==> src/rtl/sec_scrub_ctrl.sv <==
// Shares one SEC corrector between host reads and a periodic background scrubber.
// Each op reads a 40-bit word, corrects it, returns the data and writes it back if data bits changed.
module sec_scrub_ctrl #(
  parameter int AW           = 10,
  parameter int SCRUB_PERIOD = 1024,
  parameter int MAX_DEFER    = 16
) (
  input  logic          blif_clk_net,
  input  logic          blif_reset_net,
  input  logic          host_req,
  input  logic [AW-1:0] host_addr,
  output logic          host_gnt,
  output logic          host_rvalid,
  output logic [31:0]   host_rdata,
  output logic          host_corrected,
  output logic          mem_rd,
  output logic          mem_wr,
  output logic [AW-1:0] mem_addr,
  input  logic [39:0]   mem_rdata,
  output logic [39:0]   mem_wdata,
  output logic          sec_en,
  output logic [31:0]   sec_data,
  output logic [7:0]    sec_check,
  input  logic [31:0]   sec_out,
  output logic [15:0]   corr_cnt,
  output logic          busy,
  output logic [2:0]    fsm_state
);
  localparam int TW = $clog2(SCRUB_PERIOD);
  localparam int DW = $clog2(MAX_DEFER + 2);

  typedef enum logic [2:0] {S_IDLE, S_RD, S_WAIT, S_SEC, S_DONE} state_t;

  // Handshake: host_req/host_addr are held by the host until host_gnt; the request is
  // only sampled in S_IDLE, and host_rvalid pulses for exactly one cycle four cycles later.
  state_t          state_q, state_d;
  logic            op_scrub;
  logic [AW-1:0]   addr_q;
  logic [AW-1:0]   scrub_addr;
  logic [39:0]     raw_q;
  logic [31:0]     cap_q;
  logic            diff_q;
  logic [TW-1:0]   timer_q;
  logic            scrub_pend;
  logic [DW-1:0]   defer_cnt;
  logic            start_scrub;

  assign start_scrub = (state_q == S_IDLE) && scrub_pend &&
                       ((defer_cnt >= DW'(MAX_DEFER)) || !host_req);

  always_ff @(posedge blif_clk_net) begin
    if (blif_reset_net) state_q <= S_IDLE;
    else                state_q <= state_d;
  end

  always_comb begin
    state_d = state_q;
    unique case (state_q)
      S_IDLE:  if (start_scrub || host_req) state_d = S_RD;
      S_RD:    state_d = S_WAIT;
      S_WAIT:  state_d = S_SEC;
      S_SEC:   state_d = S_DONE;
      S_DONE:  state_d = S_IDLE;
      default: state_d = S_IDLE;
    endcase
  end

  always_ff @(posedge blif_clk_net) begin
    if (blif_reset_net) begin
      op_scrub   <= 1'b0;
      addr_q     <= '0;
      scrub_addr <= '0;
      raw_q      <= '0;
      cap_q      <= '0;
      diff_q     <= 1'b0;
      corr_cnt   <= '0;
      timer_q    <= TW'(SCRUB_PERIOD - 1);
      scrub_pend <= 1'b0;
      defer_cnt  <= '0;
    end else begin
      if (state_q == S_IDLE && state_d == S_RD) begin
        op_scrub <= start_scrub;
        addr_q   <= start_scrub ? scrub_addr : host_addr;
      end
      if (state_q == S_WAIT) raw_q <= mem_rdata;
      if (state_q == S_SEC) begin
        cap_q  <= sec_out;
        diff_q <= (sec_out != raw_q[31:0]);
      end
      if (state_q == S_DONE) begin
        if (diff_q && corr_cnt != 16'hFFFF) corr_cnt <= corr_cnt + 16'd1;
        if (op_scrub) scrub_addr <= scrub_addr + AW'(1);
      end
      if (timer_q == '0) timer_q <= TW'(SCRUB_PERIOD - 1);
      else               timer_q <= timer_q - TW'(1);
      // An expiry while a scrub is already pending is simply absorbed.
      if (start_scrub)         scrub_pend <= 1'b0;
      else if (timer_q == '0)  scrub_pend <= 1'b1;
      if (start_scrub) defer_cnt <= '0;
      else if (scrub_pend && defer_cnt < DW'(MAX_DEFER)) defer_cnt <= defer_cnt + DW'(1);
    end
  end

  always_comb begin
    host_gnt       = 1'b0;
    host_rvalid    = 1'b0;
    host_rdata     = '0;
    host_corrected = 1'b0;
    mem_rd         = 1'b0;
    mem_wr         = 1'b0;
    mem_addr       = '0;
    mem_wdata      = '0;
    sec_en         = 1'b0;
    unique case (state_q)
      S_RD: begin
        mem_rd   = 1'b1;
        mem_addr = addr_q;
        host_gnt = !op_scrub;
      end
      S_SEC: sec_en = 1'b1;
      S_DONE: begin
        if (!op_scrub) begin
          host_rvalid    = 1'b1;
          host_rdata     = cap_q;
          host_corrected = diff_q;
        end
        if (diff_q) begin
          mem_wr    = 1'b1;
          mem_addr  = addr_q;
          mem_wdata = {raw_q[39:32], cap_q};
        end
      end
      default: ;
    endcase
  end

  // Corrector inputs come straight from the raw register, so they hold between ops.
  assign sec_data  = raw_q[31:0];
  assign sec_check = raw_q[39:32];
  assign busy      = (state_q != S_IDLE);
  assign fsm_state = state_q;

endmodule

==> config.mk <==
export PLATFORM = sky130hd
export DESIGN_NAME = sec_scrub_ctrl
export DESIGN_NICKNAME = d
export VERILOG_FILES = /design/src/rtl/sec_scrub_ctrl.sv
export SDC_FILE = /design/constraint.sdc
export NUM_CORES = 1
export LEC_CHECK = 0
export ABC_AREA = 1
export CAP_MARGIN = 20
export CORE_MARGIN = 3
export CORE_UTILIZATION = 48
export CTS_CLUSTER_DIAMETER = 60
export DETAILED_ROUTE_END_ITERATION = 10
export PLACE_DENSITY_LB_ADDON = 0.1
export SLEW_MARGIN = 10
export SYNTH_ARGS = -nofsm -noshare
export SYNTH_HDL_FRONTEND = slang
export SYNTH_SLANG_ARGS = --single-unit
==> constraint.sdc <==
create_clock -name blif_clk_net -period 2.8 [get_ports blif_clk_net]
set_clock_uncertainty 0.15 [all_clocks]
set_input_delay 0.28 -clock blif_clk_net [delete_from_list [all_inputs] [get_ports blif_clk_net]]
set_output_delay 0.28 -clock blif_clk_net [all_outputs]
set_load 0.02 [all_outputs]
==> results of run 1 <==
## synth_stat cells, types with 3 or more instances
cell	n
nand2_1	168
nor2_1	144
inv_1	143
dfxtp_1	129
o21ai_0	99
a21oi_1	97
xnor2_1	21
clkbuf_1	18
nand3_1	16
buf_2	15
a21oi_2	10
xor2_1	9
nor3_1	8
o21ai_1	7
nor2_2	6
buf_1	5
ha_1	4
nand2_2	4
nand3_2	3
## area by class of cell
| cell class | instances | area [µm²] |
|---|---|---|
| clock inverters | 4 | 45.0 |
| clock buffers | 28 | 537 |
| inverters | 146 | 553 |
| repair buffers | 242 | 2500 |
| flip-flops and latches | 129 | 2580 |
| multi-input cells | 605 | 2900 |
| fillers | 1017 | 3040 |
| well taps | 168 | 210 |
## kinds of logic (layout without fill, tap and decap cells)
| family | Yosys count | after routing | synth area share [%] |
|---|---|---|---|
| xor+xnor | 30 | 30 | 4.22 |
| flops | 129 | 129 | 41.4 |
| buf+inv | 187 | 420 | 12.1 |
| compound gates | 214 | 214 | 17.8 |
| simple gates | 357 | 357 | 23.6 |
| fa+ha+maj | 4 | 4 | 0.803 |
## flip-flops by register name, summed over array words and instances (netlist names)
| signal | cells |
|---|---|
| op_scrub | 1 |
| corr_cnt | 16 |
| scrub_pend | 1 |
| defer_cnt | 5 |
| scrub_addr | 10 |
| timer_q | 10 |
| fsm_state | 3 |
| raw_q | 40 |
| cap_q | 32 |
| addr_q | 10 |
| diff_q | 1 |
## placed cells by master (no fill, tap or decap), types with 8 or more instances in the layout
| cell type | Yosys | final |
|---|---|---|
| a21oi_1 | 97 | 97 |
| xor2_1 | 9 | 9 |
| a21oi_2 | 10 | 10 |
| nand3_1 | 16 | 15 |
| o21ai_0 | 99 | 99 |
| buf_4 | 1 | 8 |
| clkdlybuf4s50_1 | 0 | 193 |
| nor3_1 | 8 | 8 |
| nor2_1 | 144 | 144 |
| dfxtp_1 | 129 | 127 |
| clkbuf_16 | 0 | 17 |
| dlymetal6s2s_1 | 0 | 35 |
| inv_1 | 143 | 142 |
| nand2_1 | 168 | 168 |
| xnor2_1 | 21 | 21 |
## layer usage
metal | global-route usage (%) | wire, µm
met5 | 0 | 0
met2 | 41.5 | 8720
met4 | 9.16 | 459
met3 | 7.73 | 1390
met1 | 32.6 | 8150
## report_power, final
part / total, W / internal, W / leakage [nW] / switching (W)
Sequential: 0.00201 / 0.00194 / 1.05 / 0.0000635
Clock: 0.00216 / 0.00138 / 0.290 / 0.000777
Combinational: 0.000797 / 0.000365 / 2.81 / 0.000432
Total: 0.00496 / 0.00369 / 4.15 / 0.00127
## worst max path at each step
stage | end | slack, ns | depth (start not counted)
global route | mem_addr[4] | 0.006 | 8
finish | host_rdata[4] | 0.16 | 7
detailed placement | mem_wdata[17] | 0.40 | 7
floorplan | mem_addr[0] | 0.59 | 6
global placement | host_rdata[26] | 0.50 | 7
CTS | host_rdata[26] | 0.01 | 7
## worst max-delay path: stages, from the launching register on
cell and delay, ns:
dfxtp_2 0.35, nor2_2 0.12, nand2_1 0.11, nor2_1 0.13
inv_1 0.05, buf_4 0.25, nor2_1 0.15, clkdlybuf4s50_1 0.63
## stage by stage
stage	instances	setup slack (ns)
CTS	1322	0.0135
detailed placement	1290	0.402
finish	1322	0.155
global route	1322	0.00617
global placement	1290	0.496
floorplan	921	0.589
==> run_results.csv, run 1 <==
group,metric,value,unit
power_and_ir_drop,p_leak,4.15,nW
global_routing,grt_pass1_vias,5997,
yosys,syn_area,6230,µm²
yosys,synthFlopType,"dfxtp_1",
timing,rsz0062_at_grt,"no",
cts,cts_buffers,17,
drt,routed_wl,18700,µm
floorplanning,dieHeight,120,µm
power_and_ir_drop,p_per_area,533,nW/µm²
critical_path,cp-startpoint,"fsm_state[0]",
drt,vias_per_cell,4.87,
worst_hold_path,hold_path.class,"reg -> reg",
placement,place_hpwl,13500,µm
global_routing,antenna_found_initial,0,
power_and_ir_drop,vdd_drop_max,0.408,mV
timing,max_slew_margin,62.0,%
placement,port_buffers,232,
critical_path,worstPathRequired,2.37,ns
finish,n_antenna_cell,0,
drt,vias,6439,
cts,clock-root-buffer,"clkbuf_16",
critical_path,reg2reg_depth,6,
drt,ant_nets,0,
yosys,synthCells,921,
critical_path,r2r_end,"cap_q[18]",
yosys,yosysUniqueCellTypes,32,
floorplanning,die_area,14400,µm²
critical_path,reg2reg_slack,0.84,ns
placement,place_congestion,0.858,
cts,post-cts-setup-buffers,0,
cts,cts_tree,"built",
yosys,synth_area_leaders,"dfxtp_1 41%, nand2_1 10%, nor2_1 8.7%, inv_1 8.6%, o21ai_0 8.0%",
timing,clock.fmax,378,MHz
finish,area_delta_synth_final,49.6,%
drt,drc,0,
cts,holdBufCountCts,0,
timing,period_needed,2.64,ns
floorplanning,core-area,12400,µm²
finish,nNetsFinal,1230,
yosys,synth.ff_latch_count,129,
cts,insertion_delay,0.41,ns
drt,drtIter0Drc,441,
timing,setup_viol,0,
critical_path,criticalPathCategory,"reg -> out",
yosys,synth.largest_area_cell,"dfxtp_1",
timing,final_min_period_over_clock_period,94.4,%
cts,clk_path_buf_depth,2,
yosys,synth_edf_count,0,
timing,final_max_slew_viol_count,0,
worst_hold_path,hold_depth,1,
drt,wire_per_inst,14.2,µm
critical_path,r2r-start,"fsm_state[1]",
drt,dr.pass1.iters,5,
yosys,synth_top_area_share,41.4,%
critical_path,critPathArrivalTime,2.21,ns
floorplanning,io_pins,233,
global_routing,grtUsageTotal,25.7,%
finish,final_core_util,75.4,%
global_routing,grt_max_degree,83,
worst_hold_path,min_from,"timer_q[0]",
power_and_ir_drop,total_power,0.00496,W
critical_path,cp-end-kind,"output pin",
yosys,seq_area_frac_synth,41.4,%
timing,hold_violations,0,
finish,postLayoutCellArea,9320,µm²
cts,cts_resized,5,
yosys,synth_nets,1010,
yosys,async_flop_share,0,%
finish,drive_above_1_share,6.24,%
floorplanning,start_util,50.4,%
floorplanning,std_cell_rows,40,
global_routing,overflow,0,
cts,clk_pin_slew,0.06,ns
run_status,status,"complete, no violations",
worst_hold_path,holdPathEnd,"timer_q[0]",
global_routing,grt_pass1_wl,29600,µm
timing,hold_ws,0.260,ns
critical_path,worstPathMaxFanout,33,
timing,tightest_slew,0.568,ns
timing,setup-tns-final,0,ns
yosys,yosysWarnings,0,
placement,placed_cell_area,8650,µm²
cts,cts_sinks,129,
cts,htreeDepth,4,
run,cap_viol_max_count,0,
critical_path,startpoint_type,"register",
floorplanning,fp.dieW,120,µm
yosys,syn_avg_cell_area,6.77,µm²
(Power assumes the default switching activity.)
==> run 2, diff against run 1 <==
--- a/config.mk
+++ b/config.mk
@@ -11,7 +11,7 @@
 export CORE_UTILIZATION = 48
 export CTS_CLUSTER_DIAMETER = 60
 export DETAILED_ROUTE_END_ITERATION = 10
-export PLACE_DENSITY_LB_ADDON = 0.1
+export PLACE_DENSITY = 0.87
 export SLEW_MARGIN = 10
 export SYNTH_ARGS = -nofsm -noshare
 export SYNTH_HDL_FRONTEND = slang
==> run_results.csv, run 2 (synthesis gave the netlist of run 1 again) <==
group,metric,value,unit
finish,area_delta_synth_final,49.7,%
global_routing,grt_pass1_wl,31200,µm
timing,clock.fmax,372,MHz
critical_path,cpPeakStageDelay,0.64,ns
drt,wire_per_inst,14.8,µm
critical_path,worstPathMaxFanout,5,
placement,place_congestion,0.935,
power_and_ir_drop,clockPowerShare,43.1,%
drt,drtIter0Drc,419,
cts,insertion_delay,0.41,ns
critical_path,reg2reg_depth,7,
global_routing,grt_max_degree,70,
power_and_ir_drop,p_per_area,528,nW/µm²
timing,hold_violations,0,
power_and_ir_drop,p_seq_share,40.7,%
timing,setup_viol,0,
critical_path,critPathSlowestCell,"clkdlybuf4s50_1",
critical_path,cp-startpoint,"fsm_state[0]",
global_routing,grtUsageTotal,27.2,%
timing,tightest_slew,0.626,ns
power_and_ir_drop,p_int,0.00368,W
critical_path,cp-end-kind,"output pin",
placement,dp.cells,1289,
power_and_ir_drop,power_switching,0.00125,W
critical_path,critPathArrivalTime,2.26,ns
critical_path,startpoint_type,"register",
cts,htreeDepth,4,
cts,clock-root-buffer,"clkbuf_16",
cts,cts_sinks,129,
finish,nNetsFinal,1229,
finish,largest-register,"raw_q",
timing,final_min_period_over_clock_period,96.0,%
finish,top_regs,"raw_q: 40 flops, cap_q: 32 flops, corr_cnt: 16 flops",
drt,routed_wl,19600,µm
finish,final_core_util,75.5,%
critical_path,criticalPathCategory,"reg -> out",
timing,setup-tns-final,0,ns
floorplanning,core-area,12400,µm²
critical_path,crit_chain,"inv_1 > nor3_1 > inv_1 > nor2_1 > clkdlybuf4s50_1",
power_and_ir_drop,p_sw_share,25.4,%
cts,cts_buffers,17,
power_and_ir_drop,p_comb_share,16.2,%
drt,vias_per_cell,4.91,
finish,drive_above_1_share,5.90,%
cts,clk_pin_slew,0.05,ns
placement,pre_cts_ws,0.341,ns
critical_path,worstPathRequired,2.37,ns
timing,final_max_slew_viol_count,0,
timing,max_slew_margin,58.2,%
cts,cts_tree,"built",
finish,final_common_cell,"clkdlybuf4s50_1",
floorplanning,start_util,50.4,%
floorplanning,std_cell_rows,40,
placement,place_hpwl,14300,µm
power_and_ir_drop,p_leak,4.28,nW
critical_path,r2r-start,"fsm_state[1]",
cts,post-cts-setup-buffers,0,
finish,layout_common_cells,"185 x clkdlybuf4s50_1, 168 x nand2_1, 144 x nor2_1, 142 x inv_1, 128 x dfxtp_1",
drt,ant_nets,0,
finish,largest_reg_flops,40,
floorplanning,die_area,14400,µm²
floorplanning,dieHeight,120,µm
finish,layout.cells.non_filler,1320,
floorplanning,io_pins,233,
global_routing,grt_pass1_vias,6263,
timing,period_needed,2.69,ns
run,cap_viol_max_count,0,
finish,fill_cells,941,
drt,dr.pass1.iters,6,
critical_path,cp_common_cell,"inv_1",
worst_hold_path,hold_path.class,"reg -> reg",
run_status,status,"complete, no violations",
worst_hold_path,min_from,"timer_q[0]",
timing,timing.final.ws_setup,0.111,ns
drt,vias,6486,
floorplanning,fp.dieW,120,µm
finish,n_antenna_cell,0,
global_routing,antenna_found_initial,0,
drt,drc,0,
cts,clk_path_buf_depth,2,
global_routing,overflow,0,
power_and_ir_drop,vdd_drop_max,0.373,mV
worst_hold_path,hold_depth,1,
placement,port_buffers,232,
-- run 2: final timing paths --
kind	endpoint	slack, ns
worst max-delay path	host_gnt	0.11
worst max register to register	addr_q[0]	0.83
worst min register to register	timer_q[0]	0.26
worst min-delay path	timer_q[0]	0.26
-- run 2: critical path, delay by kind of cell (launching register included) --
kind / cells / cell delay, ns
buffers and inverters: 3 / 0.92
AND/OR/NAND/NOR: 2 / 0.47
flip-flops: 1 / 0.46
-- run 2: power groups by stage --
stage	registers (W)	logic (W)	clock network, W
finish	0.00201	0.000798	0.00213
global route	0.00202	0.000876	0.00223
CTS	0.00201	0.000801	0.00216
detailed placement	0.00204	0.000796	0
global placement	0.00204	0.000787	0
floorplan	0.00212	0.000331	0
-- run 2: per-layer routing --
| layer | share of wire, % | vias to the layer above | GRT usage (%) |
|---|---|---|---|
| li1 | - | 3305 | - |
| met1 | 41 | 2923 | 32.2 |
| met2 | 49 | 231 | 45.7 |
| met3 | 8.3 | 27 | 9.94 |
| met4 | 1.6 | 0 | 8.45 |
| met5 | 0 | - | 0 |
-- run 2: what timing repair did --
| item | CTS | global route |
|---|---|---|
| setup endpoints to repair | 10 | 43 |
| hold buffers | 0 | 0 |
| hold endpoints to repair | 0 | 0 |
| gates resized for setup | 6 | 43 |
-- run 2: layout make-up --
class / count / area [µm²] / share of cell area [%]
Sequential cell: 129 / 2580 / 27.7
Inverter: 146 / 553 / 5.93
Multi-Input combinational cell: 605 / 2900 / 31.0
Clock buffer: 25 / 485 / 5.20
Timing Repair Buffer: 241 / 2520 / 27.0
Tap cell: 168 / 210 / 2.25
Clock inverter: 6 / 80.1 / 0.858
-- run 2: per-stage QoR --
step | total power [W] | area (µm²) | hold WS [ns]
3_3_place_gp | 0.00283 | 8660 | 0.242
4_1_cts | 0.00497 | 9220 | 0.267
5_1_grt | 0.00513 | 9330 | 0.287
3_5_place_dp | 0.00284 | 8660 | 0.255
6_report | 0.00493 | 9330 | 0.263
2_1_floorplan | 0.00245 | 6230 | 0.229
==> run 3, diff against run 2 <==
--- a/config.mk
+++ b/config.mk
@@ -12,6 +12,7 @@
 export CTS_CLUSTER_DIAMETER = 60
 export DETAILED_ROUTE_END_ITERATION = 10
 export PLACE_DENSITY = 0.87
+export SETUP_SLACK_MARGIN = 0.4
 export SLEW_MARGIN = 10
 export SYNTH_ARGS = -nofsm -noshare
 export SYNTH_HDL_FRONTEND = slang
==> run_results.csv, run 3 (synthesis gave the netlist of run 1 again) <==
group,metric,value,unit
power_and_ir_drop,vdd_drop_max,0.374,mV
timing,setup-tns-final,0,ns
floorplanning,core-area,12400,µm²
timing,final_max_slew_viol_count,0,
floorplanning,die_area,14400,µm²
critical_path,r2r_end,"addr_q[0]",
floorplanning,std_cell_rows,40,
cts,clk_pin_slew,0.06,ns
finish,fill_cells,1038,
drt,routed_wl,19500,µm
finish,n_antenna_cell,0,
drt,drc,0,
critical_path,criticalPathCategory,"reg -> out",
run,cap_viol_max_count,0,
run_status,status,"complete, no violations",
cts,cts_buffers,17,
global_routing,grt_pass1_vias,6214,
worst_hold_path,hold_path.class,"reg -> reg",
placement,place_hpwl,14300,µm
global_routing,grt_pass1_wl,31100,µm
cts,insertion_delay,0.41,ns
critical_path,r2r-start,"fsm_state[1]",
finish,top_regs,"raw_q: 40 flops, cap_q: 32 flops, corr_cnt: 16 flops",
critical_path,critPathArrivalTime,1.91,ns
critical_path,reg2reg_slack,0.80,ns
timing,final_min_period_over_clock_period,83.6,%
global_routing,overflow,0,
finish,largest_reg_flops,40,
critical_path,reg2reg_depth,7,
floorplanning,dieHeight,120,µm
cts,clock-root-buffer,"clkbuf_16",
placement,port_buffers,232,
drt,ant_nets,0,
cts,cts_sinks,129,
power_and_ir_drop,p_leak,3.71,nW
critical_path,cp-end-kind,"output pin",
drt,wire_per_inst,14.8,µm
finish,area_delta_synth_final,44.2,%
cts,cts_tree,"built",
finish,layout_common_cells,"167 x nand2_1, 148 x clkdlybuf4s50_1, 144 x nor2_1, 142 x inv_1, 127 x dfxtp_1",
placement,place_congestion,0.935,
critical_path,worstPathMaxFanout,5,
floorplanning,io_pins,233,
timing,max_slew_margin,57.1,%
timing,rsz0062_at_grt,"yes",
drt,vias_per_cell,4.89,
global_routing,grtUsageTotal,27.1,%
finish,multiInputGateArea,2910,µm²
finish,largest-register,"raw_q",
timing,hold_violations,0,
timing,period_needed,2.34,ns
critical_path,crit_end,"busy",
cts,post-cts-setup-buffers,0,
global_routing,grt_max_degree,70,
timing,setup_viol,0,
critical_path,worstPathRequired,2.37,ns
timing,clock.fmax,427,MHz
power_and_ir_drop,p_per_area,549,nW/µm²
finish,final-seq-area,2580,µm²
critical_path,startpoint_type,"register",
critical_path,cp-startpoint,"fsm_state[1]",
global_routing,antenna_found_initial,0,
drt,drtIter0Drc,441,
cts,htreeDepth,4,
floorplanning,start_util,50.4,%
drt,vias,6460,
drt,dr.pass1.iters,5,
finish,final_core_util,72.7,%
floorplanning,fp.dieW,120,µm
timing,tightest_slew,0.643,ns
finish,drive_above_1_share,10.2,%
finish,nNetsFinal,1229,
finish,final_common_cell,"nand2_1",
cts,clk_path_buf_depth,2,
run 3: area by class of cell:
| class | count | share of cell area, % |
|---|---|---|
| sequential | 129 | 28.8 |
| tap | 168 | 2.34 |
| clock inverter | 6 | 0.891 |
| multi-input combinational | 605 | 32.4 |
| inverter | 146 | 6.16 |
| timing repair buffer | 241 | 24.1 |
| clock buffer | 25 | 5.40 |
run 3: worst max-delay path: stages, from the launching register on:
cell,delay [ns]
dfxtp_1,0.34
buf_4,0.18
nor3_4,0.33
inv_1,0.10
clkdlybuf4s50_1,0.55
run 3: how the worst min path moves through the flow:
stage | endpoint | from | slack, ns | depth (start not counted)
2_1_floorplan | timer_q[0] | timer_q[0] | 0.23 | 1
3_3_place_gp | timer_q[0] | timer_q[0] | 0.24 | 1
3_5_place_dp | timer_q[0] | timer_q[0] | 0.26 | 1
4_1_cts | timer_q[0] | timer_q[0] | 0.27 | 1
5_1_grt | timer_q[0] | timer_q[0] | 0.29 | 1
6_report | timer_q[0] | timer_q[0] | 0.26 | 1
run 3: metrics by stage:
stage / worst slack [ns] / hold WS (ns) / power (W) / area, µm² / instances
6_report: 0.460 / 0.262 / 0.00494 / 8980 / 1320
5_1_grt: 0.371 / 0.287 / 0.00513 / 8980 / 1320
4_1_cts: 0.298 / 0.267 / 0.00496 / 9100 / 1320
3_5_place_dp: 0.341 / 0.255 / 0.00284 / 8660 / 1289
3_3_place_gp: 0.460 / 0.242 / 0.00283 / 8660 / 1289
2_1_floorplan: 0.589 / 0.229 / 0.00245 / 6230 / 921
run 3: repair_timing:
action,4_1_cts,5_1_grt
resized for setup,120,80
hold buffers,0,0
endpoints found under the setup margin,85,83
run 3: power by group:
group	internal (W)	total (W)	switching (W)
clock network	0.00137	0.00213	0.000760
registers	0.00194	0.00201	0.0000654
logic	0.000360	0.000797	0.000437
run 3: layer usage:
layer	vias up	track usage [%]	wire (µm)
li1	3296	-	-
met1	2897	32.3	7980
met2	239	45.9	9530
met3	28	9.43	1660
met4	0	8.16	327
met5	-	0	0
